[src/rtl/bus_arbiter_if.sv]
// Master-side and pad-side signals of the two-master nibble bus arbiter.
// The slave modport is the arbiter's view; master is the view of the masters/pads.
interface bus_arbiter_if #(
  parameter int ADDR_W = 11,
  parameter int DATA_W = 4
);
  logic              m0_req;
  logic [ADDR_W-1:0] m0_addr;
  logic              m0_rw;
  logic [DATA_W-1:0] m0_wdata;
  logic [DATA_W-1:0] m0_rdata;
  logic              m0_ack;

  logic              m1_req;
  logic [ADDR_W-1:0] m1_addr;
  logic              m1_rw;
  logic [DATA_W-1:0] m1_wdata;
  logic [DATA_W-1:0] m1_rdata;
  logic              m1_ack;

  logic [ADDR_W-1:0] bus_addr;
  logic              bus_rw;
  logic [DATA_W-1:0] bus_data_out;
  logic [DATA_W-1:0] bus_data_in;
  logic              busy;
  logic              grant_id;

  modport slave (
    input  m0_req, m0_addr, m0_rw, m0_wdata,
    input  m1_req, m1_addr, m1_rw, m1_wdata,
    input  bus_data_in,
    output m0_rdata, m0_ack, m1_rdata, m1_ack,
    output bus_addr, bus_rw, bus_data_out, busy, grant_id
  );

  modport master (
    output m0_req, m0_addr, m0_rw, m0_wdata,
    output m1_req, m1_addr, m1_rw, m1_wdata,
    output bus_data_in,
    input  m0_rdata, m0_ack, m1_rdata, m1_ack,
    input  bus_addr, bus_rw, bus_data_out, busy, grant_id
  );
endinterface

[src/rtl/bus_arbiter.sv]
// Round-robin arbiter sharing one external nibble bus between CPU (m0) and loader (m1).
// Fixed-length accesses of WAIT_CYCLES bus cycles, then a one-cycle ack to the winner.
module bus_arbiter #(
  parameter int ADDR_W      = 11,
  parameter int DATA_W      = 4,
  parameter int WAIT_CYCLES = 1
) (
  input  logic         clk,
  input  logic         rst,
  bus_arbiter_if.slave bus
);
  localparam int CNT_W = (WAIT_CYCLES > 1) ? $clog2(WAIT_CYCLES) : 1;
  localparam logic [CNT_W-1:0] CNT_LAST = CNT_W'(WAIT_CYCLES - 1);

  typedef enum logic [1:0] {S_IDLE, S_ACCESS, S_ACK} state_t;

  state_t            r_state;
  logic [CNT_W-1:0]  r_cnt;
  logic [ADDR_W-1:0] r_addr;
  logic              r_rw;
  logic [DATA_W-1:0] r_wdata;
  logic [DATA_W-1:0] r_rdata;
  logic              r_ack0;
  logic              r_ack1;
  logic              r_busy;
  logic              r_gid;
  logic              r_last;

  logic w_any;
  logic w_pick;

  // On a tie the master that did not win last time gets the bus.
  assign w_any  = bus.m0_req | bus.m1_req;
  assign w_pick = (bus.m0_req && bus.m1_req) ? ~r_last : bus.m1_req;

  always_ff @(posedge clk) begin
    if (rst) begin
      r_state <= S_IDLE;
      r_cnt   <= '0;
      r_addr  <= '0;
      r_rw    <= 1'b0;
      r_wdata <= '0;
      r_rdata <= '0;
      r_ack0  <= 1'b0;
      r_ack1  <= 1'b0;
      r_busy  <= 1'b0;
      r_gid   <= 1'b0;
      r_last  <= 1'b1;
    end else begin
      case (r_state)
        S_IDLE: begin
          r_ack0 <= 1'b0;
          r_ack1 <= 1'b0;
          r_rw   <= 1'b0;
          if (w_any) begin
            r_addr  <= w_pick ? bus.m1_addr  : bus.m0_addr;
            r_rw    <= w_pick ? bus.m1_rw    : bus.m0_rw;
            r_wdata <= w_pick ? bus.m1_wdata : bus.m0_wdata;
            r_gid   <= w_pick;
            r_last  <= w_pick;
            r_cnt   <= '0;
            r_busy  <= 1'b1;
            r_state <= S_ACCESS;
          end
        end
        S_ACCESS: begin
          r_cnt <= r_cnt + 1'b1;
          if (r_cnt == CNT_LAST) begin
            // Sample read data at the end of the last wait cycle; writes leave rdata alone.
            if (!r_rw) r_rdata <= bus.bus_data_in;
            r_rw    <= 1'b0;
            r_ack0  <= ~r_gid;
            r_ack1  <= r_gid;
            r_state <= S_ACK;
          end
        end
        S_ACK: begin
          r_ack0  <= 1'b0;
          r_ack1  <= 1'b0;
          r_busy  <= 1'b0;
          r_state <= S_IDLE;
        end
        default: begin
          r_ack0  <= 1'b0;
          r_ack1  <= 1'b0;
          r_rw    <= 1'b0;
          r_busy  <= 1'b0;
          r_state <= S_IDLE;
        end
      endcase
    end
  end

  assign bus.bus_addr     = r_addr;
  assign bus.bus_rw       = r_rw;
  assign bus.bus_data_out = r_wdata;
  assign bus.m0_rdata     = r_rdata;
  assign bus.m1_rdata     = r_rdata;
  assign bus.m0_ack       = r_ack0;
  assign bus.m1_ack       = r_ack1;
  assign bus.busy         = r_busy;
  assign bus.grant_id     = r_gid;
endmodule

[src/flat_wrapper.sv]
// flat-port wrapper written by rule: the top's interface ports become plain ports
module bus_arbiter_flat 
#(
  parameter int ADDR_W      = 11,
  parameter int DATA_W      = 4,
  parameter int WAIT_CYCLES = 1
)
  (clk, rst, bus_m0_req, bus_m0_addr, bus_m0_rw, bus_m0_wdata, bus_m1_req, bus_m1_addr, bus_m1_rw, bus_m1_wdata, bus_bus_data_in, bus_m0_rdata, bus_m0_ack, bus_m1_rdata, bus_m1_ack, bus_bus_addr, bus_bus_rw, bus_bus_data_out, bus_busy, bus_grant_id);
  bus_arbiter_if #(.ADDR_W(ADDR_W), .DATA_W(DATA_W)) bus_i ();
  input  logic clk;
  input  logic rst;
  input wire logic [$bits(bus_i.m0_req)-1:0] bus_m0_req;
  input wire logic [$bits(bus_i.m0_addr)-1:0] bus_m0_addr;
  input wire logic [$bits(bus_i.m0_rw)-1:0] bus_m0_rw;
  input wire logic [$bits(bus_i.m0_wdata)-1:0] bus_m0_wdata;
  input wire logic [$bits(bus_i.m1_req)-1:0] bus_m1_req;
  input wire logic [$bits(bus_i.m1_addr)-1:0] bus_m1_addr;
  input wire logic [$bits(bus_i.m1_rw)-1:0] bus_m1_rw;
  input wire logic [$bits(bus_i.m1_wdata)-1:0] bus_m1_wdata;
  input wire logic [$bits(bus_i.bus_data_in)-1:0] bus_bus_data_in;
  output wire logic [$bits(bus_i.m0_rdata)-1:0] bus_m0_rdata;
  output wire logic [$bits(bus_i.m0_ack)-1:0] bus_m0_ack;
  output wire logic [$bits(bus_i.m1_rdata)-1:0] bus_m1_rdata;
  output wire logic [$bits(bus_i.m1_ack)-1:0] bus_m1_ack;
  output wire logic [$bits(bus_i.bus_addr)-1:0] bus_bus_addr;
  output wire logic [$bits(bus_i.bus_rw)-1:0] bus_bus_rw;
  output wire logic [$bits(bus_i.bus_data_out)-1:0] bus_bus_data_out;
  output wire logic [$bits(bus_i.busy)-1:0] bus_busy;
  output wire logic [$bits(bus_i.grant_id)-1:0] bus_grant_id;
  assign bus_i.m0_req = bus_m0_req;
  assign bus_i.m0_addr = bus_m0_addr;
  assign bus_i.m0_rw = bus_m0_rw;
  assign bus_i.m0_wdata = bus_m0_wdata;
  assign bus_i.m1_req = bus_m1_req;
  assign bus_i.m1_addr = bus_m1_addr;
  assign bus_i.m1_rw = bus_m1_rw;
  assign bus_i.m1_wdata = bus_m1_wdata;
  assign bus_i.bus_data_in = bus_bus_data_in;
  assign bus_m0_rdata = bus_i.m0_rdata;
  assign bus_m0_ack = bus_i.m0_ack;
  assign bus_m1_rdata = bus_i.m1_rdata;
  assign bus_m1_ack = bus_i.m1_ack;
  assign bus_bus_addr = bus_i.bus_addr;
  assign bus_bus_rw = bus_i.bus_rw;
  assign bus_bus_data_out = bus_i.bus_data_out;
  assign bus_busy = bus_i.busy;
  assign bus_grant_id = bus_i.grant_id;
  bus_arbiter #(.ADDR_W(ADDR_W), .DATA_W(DATA_W), .WAIT_CYCLES(WAIT_CYCLES)) u_core (.clk(clk), .rst(rst), .bus(bus_i));
endmodule
[config.mk]
export PLATFORM = sky130hd
export DESIGN_NAME = bus_arbiter_flat
export DESIGN_NICKNAME = d
export VERILOG_FILES = /design/src/rtl/bus_arbiter_if.sv /design/src/rtl/bus_arbiter.sv /design/src/flat_wrapper.sv
export SDC_FILE = /design/constraint.sdc
export NUM_CORES = 1
export LEC_CHECK = 0
export CORE_UTILIZATION = 35
export CTS_BUF_LIST = sky130_fd_sc_hd__clkbuf_8
export DETAILED_ROUTE_END_ITERATION = 7
export DONT_BUFFER_PORTS = 1
export GPL_TIMING_DRIVEN = 0
export MAX_ROUTING_LAYER = met4
export PLACE_DENSITY_LB_ADDON = 0.05
export RECOVER_POWER = 100
export SYNTH_ARGS = -nofsm -noshare
export SYNTH_HDL_FRONTEND = slang
export SYNTH_SLANG_ARGS = --single-unit
[constraint.sdc]
create_clock -name clk -period 1.3 [get_ports clk]
set_input_delay 0.13 -clock clk [delete_from_list [all_inputs] [get_ports clk]]
set_output_delay 0.13 -clock clk [all_outputs]
set_load 0.02 [all_outputs]
### Yosys cells after proc, flatten, opt, wreduce, memory -nomap -nowiden

Index checks and enable logic that the tools add are counted.

| cells by class | value |
|---|---|
| add/subtract/negate cells | 1 |
| multiply operators | 0 |
| divide/modulo/power cells | 0 |
| order comparisons | 0 |
| equal/unequal tests | 4 |
| shift-type cells | 0 |
| muxes and demuxes | 14 |
| bitwise logic cells | 7 |
| reductions and logical operators | 10 |

Operators by type and width:

| cell | count |
|---|---|
| $mux 11 | 1 |
| $reduce_and 2->1 | 5 |
| $mux 1 | 6 |
| $not 1->1 | 6 |
| $mux 2 | 2 |
| $mux 4 | 1 |
| $pmux 1 s2 | 2 |
| $pmux 2 s2 | 1 |
| $pmux 1 s3 | 1 |
| $reduce_and 3->1 | 1 |
| $eq 2x1->1 const B | 1 |
| $eq 2x2->1 const B | 1 |
| $logic_not 2->1 | 1 |
| $ne 2x1->1 const B | 1 |
| $ne 2x2->1 const B | 1 |
| $reduce_bool 2->1 | 1 |
| $reduce_or 2->1 | 1 |
| $add 1x1->1 const B | 1 |
| $logic_and 1x1->1 | 1 |
| $or 1x1->1 | 1 |

| word-level totals | value |
|---|---|
| register bits | 28 |
| bits in latches | 0 |
| memory bits (writable) | 0 |
| memory bits (read-only) | 0 |
| input port bits | 40 |
| output and inout bits | 28 |
| memories | 0 |

### Depth between registers and ports, before layout

Gate-level depths: netlist (run 1).

| logic depth | value |
|---|---|
| depth after elaboration | 5 |
| depth in mapped cells | 5 |

### Least setup slack after synthesis (run 1)

OpenSTA, ideal clock, no wires.

| timing path | value |
|---|---|
| path type | reg2reg |
| from | register u_core.r_cnt |
| to | register u_core.r_rdata[0], in the netlist u_core.bus.m0_rdata[0] |
| library setup time | 0.128 ns |
| arrival | 1.067 ns |
| required time | 1.172 ns |
| slack | 0.106 ns |
| cell stages (with the launch flop) | 5 |
| clock period less this slack | 1.194 ns |
| path through | dfxtp_1 buf_6 nor4b_4 mux2i_1 nor2_1 |

| between the ends | value |
|---|---|
| word-level cells in the longest chain between the ends | 2 |

RTL lines:

| item | line | RTL |
|---|---|---|
| start, declared | bus_arbiter.sv:18 | `logic [CNT_W-1:0] r_cnt;` |
| start signal, assigned | bus_arbiter.sv:67 | `r_cnt <= r_cnt + 1'b1;` |
| $not 1->1 (no source line) | - |  |
| $reduce_and 3->1 (no source line) | - |  |
| end signal, assigned | bus_arbiter.sv:70 | `if (!r_rw) r_rdata <= bus.bus_data_in;` |
| end, declared | bus_arbiter.sv:22 | `logic [DATA_W-1:0] r_rdata;` |

Every way passes these cells.
A chain may end at the register's enable or synchronous reset.

### Worst setup path after layout (run 1)

| timing path | value |
|---|---|
| from | register u_core.r_last |
| to | register u_core.r_addr[10], in the netlist u_core.bus.bus_addr[10] |

| between the ends | value |
|---|---|
| word-level cells in the longest chain between the ends | 3 |

RTL lines:

| item | line | RTL |
|---|---|---|
| start, declared | bus_arbiter.sv:27 | `logic r_last;` |
| start signal, assigned | bus_arbiter.sv:60 | `r_last <= w_pick;` |
| $not 1->1 | bus_arbiter.sv:34 | `assign w_pick = (bus.m0_req && bus.m1_req) ? ~r_last : bus.m1_req;` |
| $mux 1 | bus_arbiter.sv:34 |  |
| $mux 11 | bus_arbiter.sv:56 | `r_addr <= w_pick ? bus.m1_addr : bus.m0_addr;` |
| end signal, assigned | bus_arbiter.sv:56 |  |
| end, declared | bus_arbiter.sv:19 | `logic [ADDR_W-1:0] r_addr;` |

Every way passes these cells.

==> impl_metrics.json, run 1 <==
{
  "status": "completed",
  "root_buffer": "clkbuf_8",
  "slowest_stage": "dfxtp_2",
  "cts.path.max_buffers": 2,
  "cp.required_ns": 1.49,
  "rsz0062_at_grt": "no",
  "hold_viol_final": 0,
  "synthFlopType": "dfxtp_1",
  "finalClockSkew_ns": 0.00348,
  "dp_hpwl_um": 2240,
  "syn_area_per_cell_um2": 9.47,
  "yosysTopAreaCell": "dfxtp_1",
  "grt_max_degree": 15,
  "crit_family": "flip-flops",
  "synth_area_leaders": "dfxtp_1 (40%), a311oi_2 (11%), nand2_1 (8.3%)",
  "hold_start": "bus_bus_data_in[3]",
  "setup_viol": 0,
  "ios": 68,
  "maxCapViolCount": 0,
  "cts_buffers": 3,
  "irDropWorstVdd_uv": 441,
  "post-route-period-util": 0.937,
  "netlist_instances": 148,
  "yosysUniqueCellTypes": 30,
  "most-common-layout-cells": "nand2_1 (31), dfxtp_1 (25), a21oi_1 (20), buf_4 (9), a311oi_2 (8)",
  "setup_tns_ns": 0,
  "synth.top_cell.area_share": 0.400,
  "pre_cts_ws_ns": -0.0228,
  "cp-end-kind": "flop",
  "die_area_um2": 4260,
  "yosys_warnings": 0,
  "cp_max_fo": 10,
  "routed_wl_um": 3080,
  "dr.pass1.iters": 4,
  "area_delta_synth_final_pct": 9.82,
  "critical-path-max-stage-delay_ns": 0.37,
  "post-place-cells": 196,
  "nets": 201,
  "num_antenna_cells": 0,
  "wire_per_inst_um": 14.9,
  "layout_setup_ws_ns": 0.0822,
  "die-width_um": 65.3,
  "cts_max_level": 1,
  "initial_core_util": 0.374,
  "p_total_mw": 2.08,
  "worstSetupStartpointType": "flop",
  "cp.arrival_ns": 1.40,
  "viasPerCell": 5.22,
  "min_path_type": "primary input to flop",
  "gp_congestion": 0.679,
  "min_period_ns": 1.22,
  "worstSetupPathType": "flop to flop",
  "tightest_slew_ns": 0.613,
  "track_usage": 0.150,
  "final_cell_count_no_fill": 207,
  "layout-drive-gt1-share": 0.220,
  "drt_iter0_markers": 27,
  "async_flop_share": 0,
  "synth.yosys.seq_area_share": 0.400,
  "synth-seq-cells": 28,
  "max_freq_mhz": 821,
  "cellLeakagePower_nw": 0.580,
  "critPathBufInv": 2,
  "relSlewSlack": 0.591,
  "rr_startpoint": "u_core.r_last",
  "grt_first_pass_wirelength_um": 4800,
  "vias": 1081,
  "syn_area_um2": 1400,
  "mostFrequentLayoutCell": "nand2_1",
  "drc": 0,
  "io_buffers": 0,
  "synth_edf_count": 0,
  "critPathLaunch": "u_core.r_last",
  "num_rows": 22,
  "ant_nets": 0,
  "slew_violations": 0,
  "coreArea_um2": 3740,
  "grt-ovfl-total": 0,
  "die_h_um": 65.3,
  "cp_cell_sequence": "a21bo_1 > clkbuf_4 > buf_12 > nand2_1 > a311oi_2",
  "powerDensity_nw_per_um2": 1350,
  "antenna_found_initial": 0,
  "clk_pin_slew_ns": 0.09,
  "cts_tree": "yes",
  "cts_sinks": 28,
  "worst_skew_pair.late_latency_ns": 0.27,
  "synth_fp_nets": 188,
  "grt_pass1_vias": 995
}
metrics by stage:
step	util	instance area [um^2]	hold slack [ns]
final	0.411	1540	0.00538
after global routing	0.411	1540	0.0104
after global placement	0.390	1460	0.282
after CTS	0.415	1560	0.00434
after detailed placement	0.390	1460	0.292
after floorplan	-	1400	0.277
area by class of cell:
type                       instances  area (um^2)
fill                             422         2200
multi-input combinational        101          668
sequential                        28          564
buffer                            15          115
timing repair buffer              10         82.6
tap                               48         60.1
clock buffer                       3         41.3
inverter                           2         7.51
kinds of logic (layout without fill, tap and decap cells):
| family | count (synthesis) | in the layout | share of synthesized area |
|---|---|---|---|
| buffers and inverters | 19 | 30 | 0.114 |
| multiplexers | 5 | 5 | 0.0357 |
| AO/OA/AOI/OAI | 43 | 43 | 0.262 |
| flip-flops | 28 | 28 | 0.400 |
| AND/OR/NAND/NOR | 53 | 53 | 0.188 |
final timing paths:
path | slack, ns | endpoint | depth (start not counted)
setup / recovery | 0.08 | u_core.bus.bus_addr[10] | 5
hold / removal | 0.005 | u_core.bus.m0_rdata[3] | 2
setup reg to reg | 0.08 | u_core.bus.bus_addr[10] | 5
hold reg to reg | 0.51 | u_core.r_last | 2
Yosys cell counts (2+ instances only):
cell	n
a311oi_1	5
nand2b_1	3
a311oi_2	10
inv_1	2
a21oi_1	20
buf_4	7
buf_6	6
nand2_1	31
dfxtp_1	28
buf_1	2
nor3_1	3
nor2b_1	3
mux2i_1	5
nor2_1	7
routing by layer:
layer / global-route usage / vias to the layer above / share of wire
li1: - / 544 / -
met1: 0.180 / 496 / 0.42
met2: 0.253 / 36 / 0.50
met3: 0.0278 / 5 / 0.063
met4: 0.0489 / 0 / 0.014
met5: - / - / 0
where the power goes:
group          total [mW]  internal, mW  switching [mW]
combinational       0.476         0.232           0.244
clock               0.467         0.208           0.259
sequential           1.14         0.957           0.184
total                2.08          1.40           0.686
repair_timing:
action                                  in CTS  in global routing
pin swaps                                    2                  3
cloned                                       0                  0
endpoints found under the setup margin      11                 14
hold buffers                                 3                  0
buffers inserted                             3                  4
hold endpoints to repair                     3                  0
resized for setup                            0                  4
state kept, by name, indices dropped and copies added, names as in the netlist:
| name | flops |
|---|---|
| u_core.bus.bus_addr | 11 |
| u_core.r_state | 2 |
| u_core.bus.m1_ack | 1 |
| u_core.bus.bus_rw | 1 |
| u_core.bus.busy | 1 |
| u_core.bus.m0_rdata | 4 |
| u_core.r_last | 1 |
| u_core.bus.bus_data_out | 4 |
| u_core.bus.m0_ack | 1 |
| u_core.bus.grant_id | 1 |
| u_core.r_cnt | 1 |
No activity file was read; power rests on OpenSTA's default activity.
==> inputs of run 2 (changes only) <==
==> constraint.sdc (replaced) <==
create_clock -name clk -period 1.1 [get_ports clk]
set_input_delay 0.11 -clock clk [delete_from_list [all_inputs] [get_ports clk]]
set_output_delay 0.11 -clock clk [all_outputs]
set_load 0.02 [all_outputs]
==> impl_metrics.json, run 2 (synthesis gave the netlist of run 1 again) <==
{
  "maxCapViolCount": 0,
  "cts_buffers": 3,
  "cts_sinks": 28,
  "routed_wl_um": 3640,
  "worst_skew_pair.late_latency_ns": 0.28,
  "wire_per_inst_um": 16.0,
  "max_freq_mhz": 808,
  "irDropWorstVdd_uv": 593,
  "die_area_um2": 4260,
  "relSlewSlack": 0.542,
  "io_buffers": 0,
  "regArea_um2": 578,
  "initial_core_util": 0.374,
  "cellLeakagePower_nw": 0.719,
  "grt_max_degree": 16,
  "num_rows": 22,
  "ant_nets": 0,
  "tightest_slew_ns": 0.688,
  "min_path_type": "primary input to flop",
  "area_delta_synth_final_pct": 35.6,
  "multi_input_area_um2": 786,
  "num_antenna_cells": 0,
  "dr_wl_met3_um": 187,
  "m1WireLength_um": 1500,
  "powerDensity_nw_per_um2": 1460,
  "min_period_ns": 1.24,
  "cts_tree": "yes",
  "fill_cells": 370,
  "nets": 221,
  "cts.path.max_buffers": 2,
  "dr.pass1.iters": 6,
  "cp-end-kind": "flop",
  "largest_register_ffs": 11,
  "mostFrequentLayoutCell": "nand2_1",
  "coreArea_um2": 3740,
  "grt_first_pass_wirelength_um": 5550,
  "pre_cts_ws_ns": -0.223,
  "status": "complete, but fails checks",
  "die_h_um": 65.3,
  "worstSetupStartpointType": "flop",
  "drt_iter0_markers": 46,
  "slew_violations": 0,
  "drc": 0,
  "viasPerCell": 5.33,
  "top_layer_used": "met4",
  "layout-drive-gt1-share": 0.422,
  "p_total_mw": 2.77,
  "failed_checks": "setup timing",
  "dp_hpwl_um": 2240,
  "layout_setup_ws_ns": -0.137,
  "clk_pin_slew_ns": 0.10,
  "grt-ovfl-total": 0,
  "hold_viol_final": 0,
  "die-width_um": 65.3,
  "wl_met2_um": 1900,
  "cp_max_fo": 10,
  "most-common-layout-cells": "nand2_1 (26), dfxtp_1 (20), buf_4 (16), dlygate4sd3_1 (16), a311oi_2 (12)",
  "antenna_found_initial": 0,
  "track_usage": 0.176,
  "gp_congestion": 0.704,
  "setup_viol": 20,
  "post-route-period-util": 1.12,
  "cp.required_ns": 1.23,
  "worstSetupPathType": "flop to flop",
  "finalClockSkew_ns": 0.0101,
  "vias": 1215,
  "rsz0062_at_grt": "yes",
  "cts_max_level": 1,
  "ios": 68,
  "grt_pass1_vias": 1166,
  "cp.arrival_ns": 1.37,
  "root_buffer": "clkbuf_8"
}
-- run 2: cell types whose count changed in the layout (fill, tap and decap cells not counted), sizes merged --
| cell | change |
|---|---|
| dlygate4sd3 | +13 |
| clkbuf | -4 |
| buf | +12 |
-- run 2: layout make-up --
| type | count | area share |
|---|---|---|
| clock buffers | 4 | 0.0290 |
| well taps | 48 | 0.0316 |
| plain buffers | 15 | 0.0724 |
| inverters | 2 | 0.00395 |
| flip-flops and latches | 28 | 0.304 |
| repair buffers | 30 | 0.145 |
| multi-input cells | 101 | 0.413 |
-- run 2: critical path, stage by stage, from the launching register on --
cell      delay, ns
dfxtp_2        0.33
buf_6          0.12
buf_4          0.14
nor3_4         0.20
buf_6          0.19
a311oi_2       0.10
-- run 2: repair_timing --
action	in CTS	in global routing
gates resized for setup	25	17
pin swaps	24	5
endpoints found under the hold margin	11	0
setup endpoints to repair	22	25
buffers inserted	9	5
cloned	1	0
hold buffers	16	0
-- run 2: final timing paths --
path,to,slack (ns),startpoint,cells past startpoint
hold reg to reg,u_core.r_cnt,0.48,u_core.r_cnt,1
setup reg to reg,u_core.bus.bus_addr[10],-0.14,u_core.r_state[0],5
hold / removal,u_core.bus.bus_data_out[0],0.001,bus_m1_wdata[0],2
setup / recovery,u_core.bus.bus_addr[10],-0.14,u_core.r_state[0],5
-- run 2: per-stage QoR --
step                      TNS [ns]  instances  instance area [um^2]  utilization  hold slack [ns]
final                        -2.06        228                  1900        0.508         0.000999
after CTS                   -0.952        224                  1810        0.482         0.000689
after floorplan             -0.588        148                  1410            -            0.257
after detailed placement     -3.01        196                  1470        0.392            0.271
after global placement       -2.45        196                  1470        0.392            0.262
after global routing         -3.03        228                  1900        0.508         -0.00196
-- run 2: report_power, final --
group          total, mW  switching [mW]  internal (mW)  leakage, nW
Clock              0.642           0.321          0.321       0.0288
Combinational      0.779           0.380          0.399        0.455
Sequential          1.35           0.218           1.13        0.235
Total               2.77           0.918           1.85        0.719
-- run 2: routing by layer --
| layer | track usage | vias to the layer above |
|---|---|---|
| met1 | 0.198 | 588 |
| met3 | 0.0347 | 5 |
| li1 | - | 587 |
| met5 | - | - |
| met4 | 0.0652 | 0 |
| met2 | 0.308 | 35 |
==> inputs of run 3 (changes only) <==
--- a/config.mk
+++ b/config.mk
@@ -13,6 +13,7 @@
 export MAX_ROUTING_LAYER = met4
 export PLACE_DENSITY_LB_ADDON = 0.05
 export RECOVER_POWER = 100
+export SLEW_MARGIN = 10
 export SYNTH_ARGS = -nofsm -noshare
 export SYNTH_HDL_FRONTEND = slang
 export SYNTH_SLANG_ARGS = --single-unit
==> results of run 3 <==
No change in the layout: final DEF, timing and power equal those of run 2.
